[src/rtl/mips_mem_pkg.sv]
// Shared types and defaults for the pipeline memory arbiter.
package mips_mem_pkg;

   // Arbiter control states, one transaction per pass through the loop.
   typedef enum logic [1:0] {
      IDLE  = 2'd0,
      ISSUE = 2'd1,
      WAIT  = 2'd2,
      DONE  = 2'd3
   } state_t;

   // Which requester owns the current transaction.
   typedef enum logic {
      OWN_IF = 1'b0,
      OWN_D  = 1'b1
   } owner_t;

   // Cycles from the mem_en cycle to valid read data.
   localparam int MEM_LAT_DEFAULT = 2;

endpackage

[src/rtl/mem_arbiter_if.sv]
// Requester and memory-side signal bundle for mem_arbiter.
interface mem_arbiter_if #(
   parameter int ADDR_W = 32,
   parameter int DATA_W = 32
);
   // instruction-fetch port
   logic              if_req;
   logic [ADDR_W-1:0] if_addr;
   logic [DATA_W-1:0] if_rdata;
   logic              if_done;
   // data-memory port
   logic              d_req;
   logic              d_we;
   logic [ADDR_W-1:0] d_addr;
   logic [DATA_W-1:0] d_wdata;
   logic [DATA_W-1:0] d_rdata;
   logic              d_done;
   // shared memory port
   logic              mem_en;
   logic              mem_we;
   logic [ADDR_W-1:0] mem_addr;
   logic [DATA_W-1:0] mem_wdata;
   logic [DATA_W-1:0] mem_rdata;

   // Arbiter view.
   modport slave (
      input  if_req, if_addr, d_req, d_we, d_addr, d_wdata, mem_rdata,
      output if_rdata, if_done, d_rdata, d_done,
      output mem_en, mem_we, mem_addr, mem_wdata
   );

   // Environment view: pipeline stages plus the memory.
   modport master (
      output if_req, if_addr, d_req, d_we, d_addr, d_wdata, mem_rdata,
      input  if_rdata, if_done, d_rdata, d_done,
      input  mem_en, mem_we, mem_addr, mem_wdata
   );
endinterface

[src/rtl/arb_rr2.sv]
// Two-way round-robin picker: a lone requester wins, a tie goes to the
// port that was not served last.
module arb_rr2
   import mips_mem_pkg::*;
(
   input  logic [1:0] req,          // bit 0 = IF, bit 1 = D
   input  owner_t     last_owner,
   output logic       grant_valid,
   output owner_t     grant
);

   // Combinational grant decode.
   always_comb begin
      // NOTE: every output gets a default before any branch so no latch is inferred.
      grant_valid = |req;
      grant       = OWN_IF;
      if (req == 2'b11) begin
         grant = (last_owner == OWN_IF) ? OWN_D : OWN_IF;
      end else if (req[1]) begin
         grant = OWN_D;
      end
   end

endmodule

[src/rtl/mem_arbiter.sv]
// Serialises IF and D-stage accesses onto one fixed-latency memory port.
module mem_arbiter
   import mips_mem_pkg::*;
#(
   parameter int ADDR_W  = 32,
   parameter int DATA_W  = 32,
   parameter int MEM_LAT = MEM_LAT_DEFAULT
) (
   input  logic         clk,
   input  logic         rst,
   mem_arbiter_if.slave bus,
   output logic         busy
);

   localparam int              CNT_W   = $clog2(MEM_LAT + 1);
   localparam logic [CNT_W-1:0] LAT_CNT = CNT_W'(MEM_LAT);

   state_t            state_q, state_d;
   logic [CNT_W-1:0]  cnt_q, cnt_d;
   owner_t            owner_q, owner_d;
   owner_t            last_owner_q, last_owner_d;
   logic              we_q, we_d;
   logic              mem_en_q, mem_en_d;
   logic              mem_we_q, mem_we_d;
   logic [ADDR_W-1:0] mem_addr_q, mem_addr_d;
   logic [DATA_W-1:0] mem_wdata_q, mem_wdata_d;
   logic [DATA_W-1:0] if_rdata_q, if_rdata_d;
   logic [DATA_W-1:0] d_rdata_q, d_rdata_d;
   logic              if_done_q, if_done_d;
   logic              d_done_q, d_done_d;

   logic [1:0] req_vec;
   logic       grant_valid;
   owner_t     grant;

   assign req_vec = {bus.d_req, bus.if_req};

   arb_rr2 u_arb (
      .req         (req_vec),
      .last_owner  (last_owner_q),
      .grant_valid (grant_valid),
      .grant       (grant)
   );

   // Next-state and next-output decode; all outputs are registered below.
   always_comb begin
      state_d      = state_q;
      cnt_d        = cnt_q;
      owner_d      = owner_q;
      last_owner_d = last_owner_q;
      we_d         = we_q;
      mem_en_d     = 1'b0;
      mem_we_d     = 1'b0;
      mem_addr_d   = mem_addr_q;
      mem_wdata_d  = mem_wdata_q;
      if_rdata_d   = if_rdata_q;
      d_rdata_d    = d_rdata_q;
      if_done_d    = 1'b0;
      d_done_d     = 1'b0;
      unique case (state_q)
         IDLE: begin
            if (grant_valid) begin
               state_d      = ISSUE;
               owner_d      = grant;
               last_owner_d = grant;
               mem_en_d     = 1'b1;
               if (grant == OWN_D) begin
                  we_d        = bus.d_we;
                  mem_we_d    = bus.d_we;
                  mem_addr_d  = bus.d_addr;
                  mem_wdata_d = bus.d_wdata;
               end else begin
                  we_d       = 1'b0;
                  mem_addr_d = bus.if_addr;
               end
            end
         end
         ISSUE: begin
            state_d = WAIT;
            cnt_d   = CNT_W'(1);
         end
         WAIT: begin
            if (cnt_q == LAT_CNT) begin
               state_d = DONE;
               cnt_d   = '0;
               if (owner_q == OWN_D) begin
                  d_done_d = 1'b1;
                  if (!we_q) d_rdata_d = bus.mem_rdata;
               end else begin
                  if_done_d  = 1'b1;
                  if_rdata_d = bus.mem_rdata;
               end
            end else begin
               cnt_d = cnt_q + CNT_W'(1);
            end
         end
         DONE: begin
            state_d = IDLE;
         end
         default: state_d = IDLE;
      endcase
   end

   // State and output registers; reset aborts any transaction in flight.
   always_ff @(posedge clk or negedge rst) begin
      if (!rst) begin
         state_q      <= IDLE;
         cnt_q        <= '0;
         owner_q      <= OWN_IF;
         last_owner_q <= OWN_IF;
         we_q         <= 1'b0;
         mem_en_q     <= 1'b0;
         mem_we_q     <= 1'b0;
         mem_addr_q   <= '0;
         mem_wdata_q  <= '0;
         if_rdata_q   <= '0;
         d_rdata_q    <= '0;
         if_done_q    <= 1'b0;
         d_done_q     <= 1'b0;
      end else begin
         // NOTE: non-blocking assignments so every register samples pre-edge values.
         state_q      <= state_d;
         cnt_q        <= cnt_d;
         owner_q      <= owner_d;
         last_owner_q <= last_owner_d;
         we_q         <= we_d;
         mem_en_q     <= mem_en_d;
         mem_we_q     <= mem_we_d;
         mem_addr_q   <= mem_addr_d;
         mem_wdata_q  <= mem_wdata_d;
         if_rdata_q   <= if_rdata_d;
         d_rdata_q    <= d_rdata_d;
         if_done_q    <= if_done_d;
         d_done_q     <= d_done_d;
      end
   end

   assign bus.mem_en    = mem_en_q;
   assign bus.mem_we    = mem_we_q;
   assign bus.mem_addr  = mem_addr_q;
   assign bus.mem_wdata = mem_wdata_q;
   assign bus.if_rdata  = if_rdata_q;
   assign bus.if_done   = if_done_q;
   assign bus.d_rdata   = d_rdata_q;
   assign bus.d_done    = d_done_q;
   assign busy          = (state_q != IDLE);

endmodule

[src/flat_wrapper.sv]
// flat-port wrapper written by rule: the top's interface ports become plain ports
module mem_arbiter_flat import mips_mem_pkg::*;
#(
   parameter int ADDR_W  = 32,
   parameter int DATA_W  = 32,
   parameter int MEM_LAT = MEM_LAT_DEFAULT
)
  (clk, rst, busy, bus_if_req, bus_if_addr, bus_d_req, bus_d_we, bus_d_addr, bus_d_wdata, bus_mem_rdata, bus_if_rdata, bus_if_done, bus_d_rdata, bus_d_done, bus_mem_en, bus_mem_we, bus_mem_addr, bus_mem_wdata);
  mem_arbiter_if #(.ADDR_W(ADDR_W), .DATA_W(DATA_W)) bus_i ();
  input  logic clk;
  input  logic rst;
  output logic busy;
  input wire logic [$bits(bus_i.if_req)-1:0] bus_if_req;
  input wire logic [$bits(bus_i.if_addr)-1:0] bus_if_addr;
  input wire logic [$bits(bus_i.d_req)-1:0] bus_d_req;
  input wire logic [$bits(bus_i.d_we)-1:0] bus_d_we;
  input wire logic [$bits(bus_i.d_addr)-1:0] bus_d_addr;
  input wire logic [$bits(bus_i.d_wdata)-1:0] bus_d_wdata;
  input wire logic [$bits(bus_i.mem_rdata)-1:0] bus_mem_rdata;
  output wire logic [$bits(bus_i.if_rdata)-1:0] bus_if_rdata;
  output wire logic [$bits(bus_i.if_done)-1:0] bus_if_done;
  output wire logic [$bits(bus_i.d_rdata)-1:0] bus_d_rdata;
  output wire logic [$bits(bus_i.d_done)-1:0] bus_d_done;
  output wire logic [$bits(bus_i.mem_en)-1:0] bus_mem_en;
  output wire logic [$bits(bus_i.mem_we)-1:0] bus_mem_we;
  output wire logic [$bits(bus_i.mem_addr)-1:0] bus_mem_addr;
  output wire logic [$bits(bus_i.mem_wdata)-1:0] bus_mem_wdata;
  assign bus_i.if_req = bus_if_req;
  assign bus_i.if_addr = bus_if_addr;
  assign bus_i.d_req = bus_d_req;
  assign bus_i.d_we = bus_d_we;
  assign bus_i.d_addr = bus_d_addr;
  assign bus_i.d_wdata = bus_d_wdata;
  assign bus_i.mem_rdata = bus_mem_rdata;
  assign bus_if_rdata = bus_i.if_rdata;
  assign bus_if_done = bus_i.if_done;
  assign bus_d_rdata = bus_i.d_rdata;
  assign bus_d_done = bus_i.d_done;
  assign bus_mem_en = bus_i.mem_en;
  assign bus_mem_we = bus_i.mem_we;
  assign bus_mem_addr = bus_i.mem_addr;
  assign bus_mem_wdata = bus_i.mem_wdata;
  mem_arbiter #(.ADDR_W(ADDR_W), .DATA_W(DATA_W), .MEM_LAT(MEM_LAT)) u_core (.clk(clk), .rst(rst), .bus(bus_i), .busy(busy));
endmodule
[config.mk]
export PLATFORM = sky130hd
export DESIGN_NAME = mem_arbiter_flat
export DESIGN_NICKNAME = d
export VERILOG_FILES = /design/src/rtl/mips_mem_pkg.sv /design/src/rtl/mem_arbiter_if.sv /design/src/rtl/arb_rr2.sv /design/src/rtl/mem_arbiter.sv /design/src/flat_wrapper.sv
export SDC_FILE = /design/constraint.sdc
export NUM_CORES = 1
export LEC_CHECK = 0
export ABC_CLOCK_PERIOD_IN_PS = 2290
export BUFFER_PORTS_ARGS = -buffer_cell sky130_fd_sc_hd__buf_2
export CELL_PAD_IN_SITES_DETAIL_PLACEMENT = 0
export CELL_PAD_IN_SITES_GLOBAL_PLACEMENT = 2
export CORE_MARGIN = 2
export CORE_UTILIZATION = 29
export DETAILED_ROUTE_END_ITERATION = 10
export PLACE_DENSITY = 0.92
export SLEW_MARGIN = 25
export SYNTH_ARGS = -nofsm -noshare
export SYNTH_HDL_FRONTEND = slang
export SYNTH_SLANG_ARGS = --single-unit
[constraint.sdc]
create_clock -name clk -period 2.29 [get_ports clk]
set_input_delay 0.229 -clock clk [delete_from_list [all_inputs] [get_ports clk]]
set_output_delay 0.229 -clock clk [all_outputs]
set_load 0.1 [all_outputs]
== Word-level counts from Yosys, hierarchy flattened ==
Index checks and enable logic that the tools add are counted.
Word-level totals
  flip-flop bits (word level): 138
Cells by class
  add/subtract/negate cells: 1
  equal/unequal tests: 7
  multiplexer cells: 19
  bitwise operators: 2
  reductions and logical operators: 9
Operator list (number)
  $mux W32: 1
  $mux W1: 13
  $eq A2 B2 Y1 const B: 4
  $pmux W2 S4: 1
  $mux W2: 3
  $reduce_and A3 Y1: 2
  $ne A2 B1 Y1 const B: 2
  $pmux W2 S2: 1
  $reduce_and A2 Y1: 2
  $reduce_and A4 Y1: 1
  $reduce_bool A2 Y1: 2
  $add A2 B1 Y2 const B: 1
  $eq A2 B1 Y1 const B: 1
  $logic_not A2 Y1: 1
  $not A1 Y1: 2
  $reduce_or A2 Y1: 1

== Depth between registers and ports, before layout ==
  word-level depth: 5
  gate-level depth with buffers: 7
  mapped depth without buffers: 5

== By module ==
A second synthesis with hierarchy kept.
Second synthesis, totals
  cells, all modules: 381
  area, all modules: 5476.5 µm²
By module, submodules not included
  mem_arbiter: instances 1, cells each 379, area an instance 5462.7 µm²
  arb_rr2: instances 1, cells each 2, area an instance 13.8 µm²

== Worst setup path before layout ==
Ideal clock, no wire load.
  kind: reg2reg
  start: register u_core.state_q[0]
  end: register u_core.d_rdata_q[0] (netlist: u_core.bus.d_rdata[0])
  library setup time: 126 ps
  data arrival time: 1556 ps
  required time: 2164 ps
  path slack: 608 ps
  stages on the path, launching flop included: 8
  period minus slack after synthesis: 1682 ps
  path through: dfrtp_1 > inv_1 > ha_1 > and4b_1 > and2_1 > buf_6 > buf_8 > mux2_4
Between the ends
  word-level cells in the longest chain between the ends: 2
RTL lines
  start, declared: RTL line mem_arbiter.sv:18  | state_t state_q, state_d;
  start signal, assigned: RTL line mem_arbiter.sv:122  | state_q <= state_d;
  $eq A2 B2 Y1: RTL line mem_arbiter.sv:60  | unique case (state_q)
  $reduce_and A4 Y1 (no line)
  end signal, assigned: RTL line mem_arbiter.sv:132  | d_rdata_q <= d_rdata_d;
  end, declared: RTL line mem_arbiter.sv:28  | logic [DATA_W-1:0] d_rdata_q, d_rdata_d;
No other way between the ends.
A chain may end at the register's enable or synchronous reset.

== Worst setup path after layout ==
  start: register u_core.state_q[0]
  end: register u_core.d_rdata_q[27] (netlist: u_core.bus.d_rdata[27])
The elaborated chain is that of the path after synthesis.

==> flow_metrics.tcl <==
set metrics [dict create \
    status "completed" \
    io_pins 266 \
    worstHoldStart "bus_d_wdata[12]" \
    die-area_um2 20300 \
    vias 4090 \
    fillers 1854 \
    std_cell_rows 50 \
    drc 0 \
    r2r-start "u_core.state_q[0]" \
    die_w_um 143 \
    cts_buffer_depth 2 \
    port_buffers 265 \
    first_pass_iters 4 \
    cts-resized-gates 0 \
    finalSetupTns_ps 0 \
    yosysSeqAreaShare 0.621 \
    relSlewSlack 0.567 \
    crit_fanout 14 \
    fin_crit_sh 0.867 \
    use_met3 0.0481 \
    rsz0062_at_grt "no" \
    globalplace.congestion 0.701 \
    clkLatencyLatePin_ps 420 \
    netlist_area_um2 5560 \
    wl_um 14000 \
    yosysWarnings 0 \
    cts_buffers 17 \
    initial_utilization 0.296 \
    ys_seq_elements 138 \
    drive_above_1_share 0.589 \
    busiest_layer "met2" \
    synth.lib_cells_used.distinct 30 \
    viasPerCell 4.38 \
    slew_violations 0 \
    synthCells 412 \
    grt_antenna_before_repair 2 \
    critPathCaptureType "flop" \
    path_class "flop to flop" \
    cts_setup_buffers 0 \
    dp_hpwl_um 10300 \
    hold_class "input pin to flop" \
    final_hold_viol_count 0 \
    clock.fmax_ghz 0.504 \
    routedWlPerCell_um 15.0 \
    critPathLaunch "u_core.state_q[0]" \
    fin_crit_ps 1980 \
    tightestPinTransition_ps 649 \
    required_ps 2590 \
    drtIter0Drc 113 \
    setup-violations-final 0 \
    core_area_um2 18800 \
    fin_nets 820 \
    cts_tree "done" \
    die_h_um 143 \
    area_growth_pct 40.3 \
    syn_nets 547 \
    cts_root_buf "clkbuf_16" \
    ant_nets 0 \
    clk_pin_slew_ps 60 \
    drv_cap 0 \
    arrival_ps 2290 \
    fin_skew_ps 8.41 \
    grt.total_usage 0.140 \
    h-tree-depth 4 \
    clock_sinks 138 \
    grt_pass1_vias 4173 \
    grtUsageMet2 0.221 \
    grt-ovfl-total 0 \
    grt_max_degree 61 \
    synth_area_per_cell_um2 13.5 \
    grt_pass1_wl_um 21900 \
    critPathLaunchType "flop" \
    grt_use_met1 0.178 \
]
-- kinds of logic after synthesis --
logic type	count (synthesis)	share of synthesized area
mux	97	0.217
flops	138	0.621
compound gates	42	0.0499
simple gates	104	0.0763
buf+inv	29	0.0319
fa+ha+maj	2	0.00450
-- critical path, stage by stage, from the launching register on --
cell and delay [ps]:
dfrtp_1 380, inv_1 80, ha_1 270, and4b_1 250, and2_2 340, buf_12 210
mux2_2 340
-- stage by stage --
| stage | cell area (um^2) | util | hold slack, ps | setup slack, ps | std cells |
|---|---|---|---|---|---|
| 3_3_place_gp | 7200 | 0.384 | 259 | 383 | 899 |
| 5_1_grt | 7800 | 0.416 | 20.2 | 187 | 933 |
| 6_report | 7800 | 0.416 | 45.3 | 305 | 933 |
| 4_1_cts | 7800 | 0.416 | 22.0 | 302 | 932 |
| 3_5_place_dp | 7200 | 0.384 | 266 | 303 | 899 |
| 2_1_floorplan | 5560 | - | -66.6 | 608 | 412 |
-- worst paths after layout --
path	endpoint	depth (start not counted)	slack, ps
max in group asynchronous	u_core.bus.d_rdata[10]	3	1300
min in group asynchronous	u_core.bus.mem_wdata[10]	2	390
min	u_core.bus.mem_wdata[12]	2	50
max	u_core.bus.d_rdata[27]	6	310
max reg2reg	u_core.bus.d_rdata[27]	6	310
min reg2reg	u_core.bus.mem_wdata[20]	1	500
-- timing repair --
item | CTS | global route
endpoints found under the setup margin | 0 | 0
hold buffers | 1 | 0
endpoints found under the hold margin | 55 | 0
-- placed cells by master, fill, tap and decap left out, types with 2 or more instances in the layout --
cell type	synthesis	routed
inv_1	6	6
clkbuf_16	0	17
clkinv_2	0	2
ha_1	2	2
buf_12	2	6
inv_6	0	6
buf_4	3	5
nor2_1	33	33
mux2_4	30	30
dfrtp_1	138	138
mux2_2	67	67
bufinv_16	0	2
nand2_1	64	64
o21ai_0	2	2
clkinvlp_4	0	3
a31oi_1	32	32
buf_2	5	264
-- area by class of cell --
class                           count  area [um^2]  share of cell area
Clock buffer                       17          425              0.0545
Antenna cell                        1         2.50            0.000321
Clock inverter                     15          165              0.0212
Timing Repair Buffer              277         1500               0.192
Tap cell                          234          293              0.0375
Multi-Input combinational cell    245         1940               0.249
Sequential cell                   138         3450               0.443
Inverter                            6         22.5             0.00289
-- synthesized netlist by cell type --
master,n,share of area
mux2_2,67,0.14
o21bai_1,1,0.0014
buf_4,3,0.0040
nand4_1,1,0.0011
o21a_1,2,0.0027
dfrtp_1,138,0.62
o211ai_1,1,0.0014
buf_1,2,0.0014
buf_6,1,0.0020
a31oi_1,32,0.036
and4b_1,1,0.0018
mux2_4,30,0.081
and3_1,1,0.0011
buf_12,2,0.0072
inv_1,6,0.0040
ha_1,2,0.0045
a21boi_2,1,0.0020
buf_2,5,0.0045
o22a_1,1,0.0016
nand2_1,64,0.043
nand2_2,1,0.0011
a21bo_2,1,0.0018
clkbuf_1,9,0.0061
nor2_1,33,0.022
nor3b_4,1,0.0034
buf_8,1,0.0027
a22oi_1,1,0.0014
and2_1,1,0.0011
o21ai_0,2,0.0018
nand2b_1,1,0.0011
-- flip-flops by register name, summed over array words and instances, names as in the netlist --
register,flops
u_core.bus.d_rdata,32
u_core.bus.if_rdata,32
u_core.bus.mem_addr,32
u_core.bus.mem_wdata,32
u_core.cnt_q,2
u_core.state_q,2
u_core.bus.d_done,1
u_core.bus.if_done,1
u_core.bus.mem_en,1
u_core.bus.mem_we,1
u_core.owner_q,1
u_core.we_q,1
-- per-layer routing --
layer / wire length (um) / vias up
met4: 168 / 0
met3: 1050 / 14
met2: 6510 / 173
li1: - / 1970
met1: 6270 / 1933
met5: 0 / -
Power is left out: the tool's default activity adds up to more than one toggle a clock period on the data nets, which glitch-free logic cannot reach.
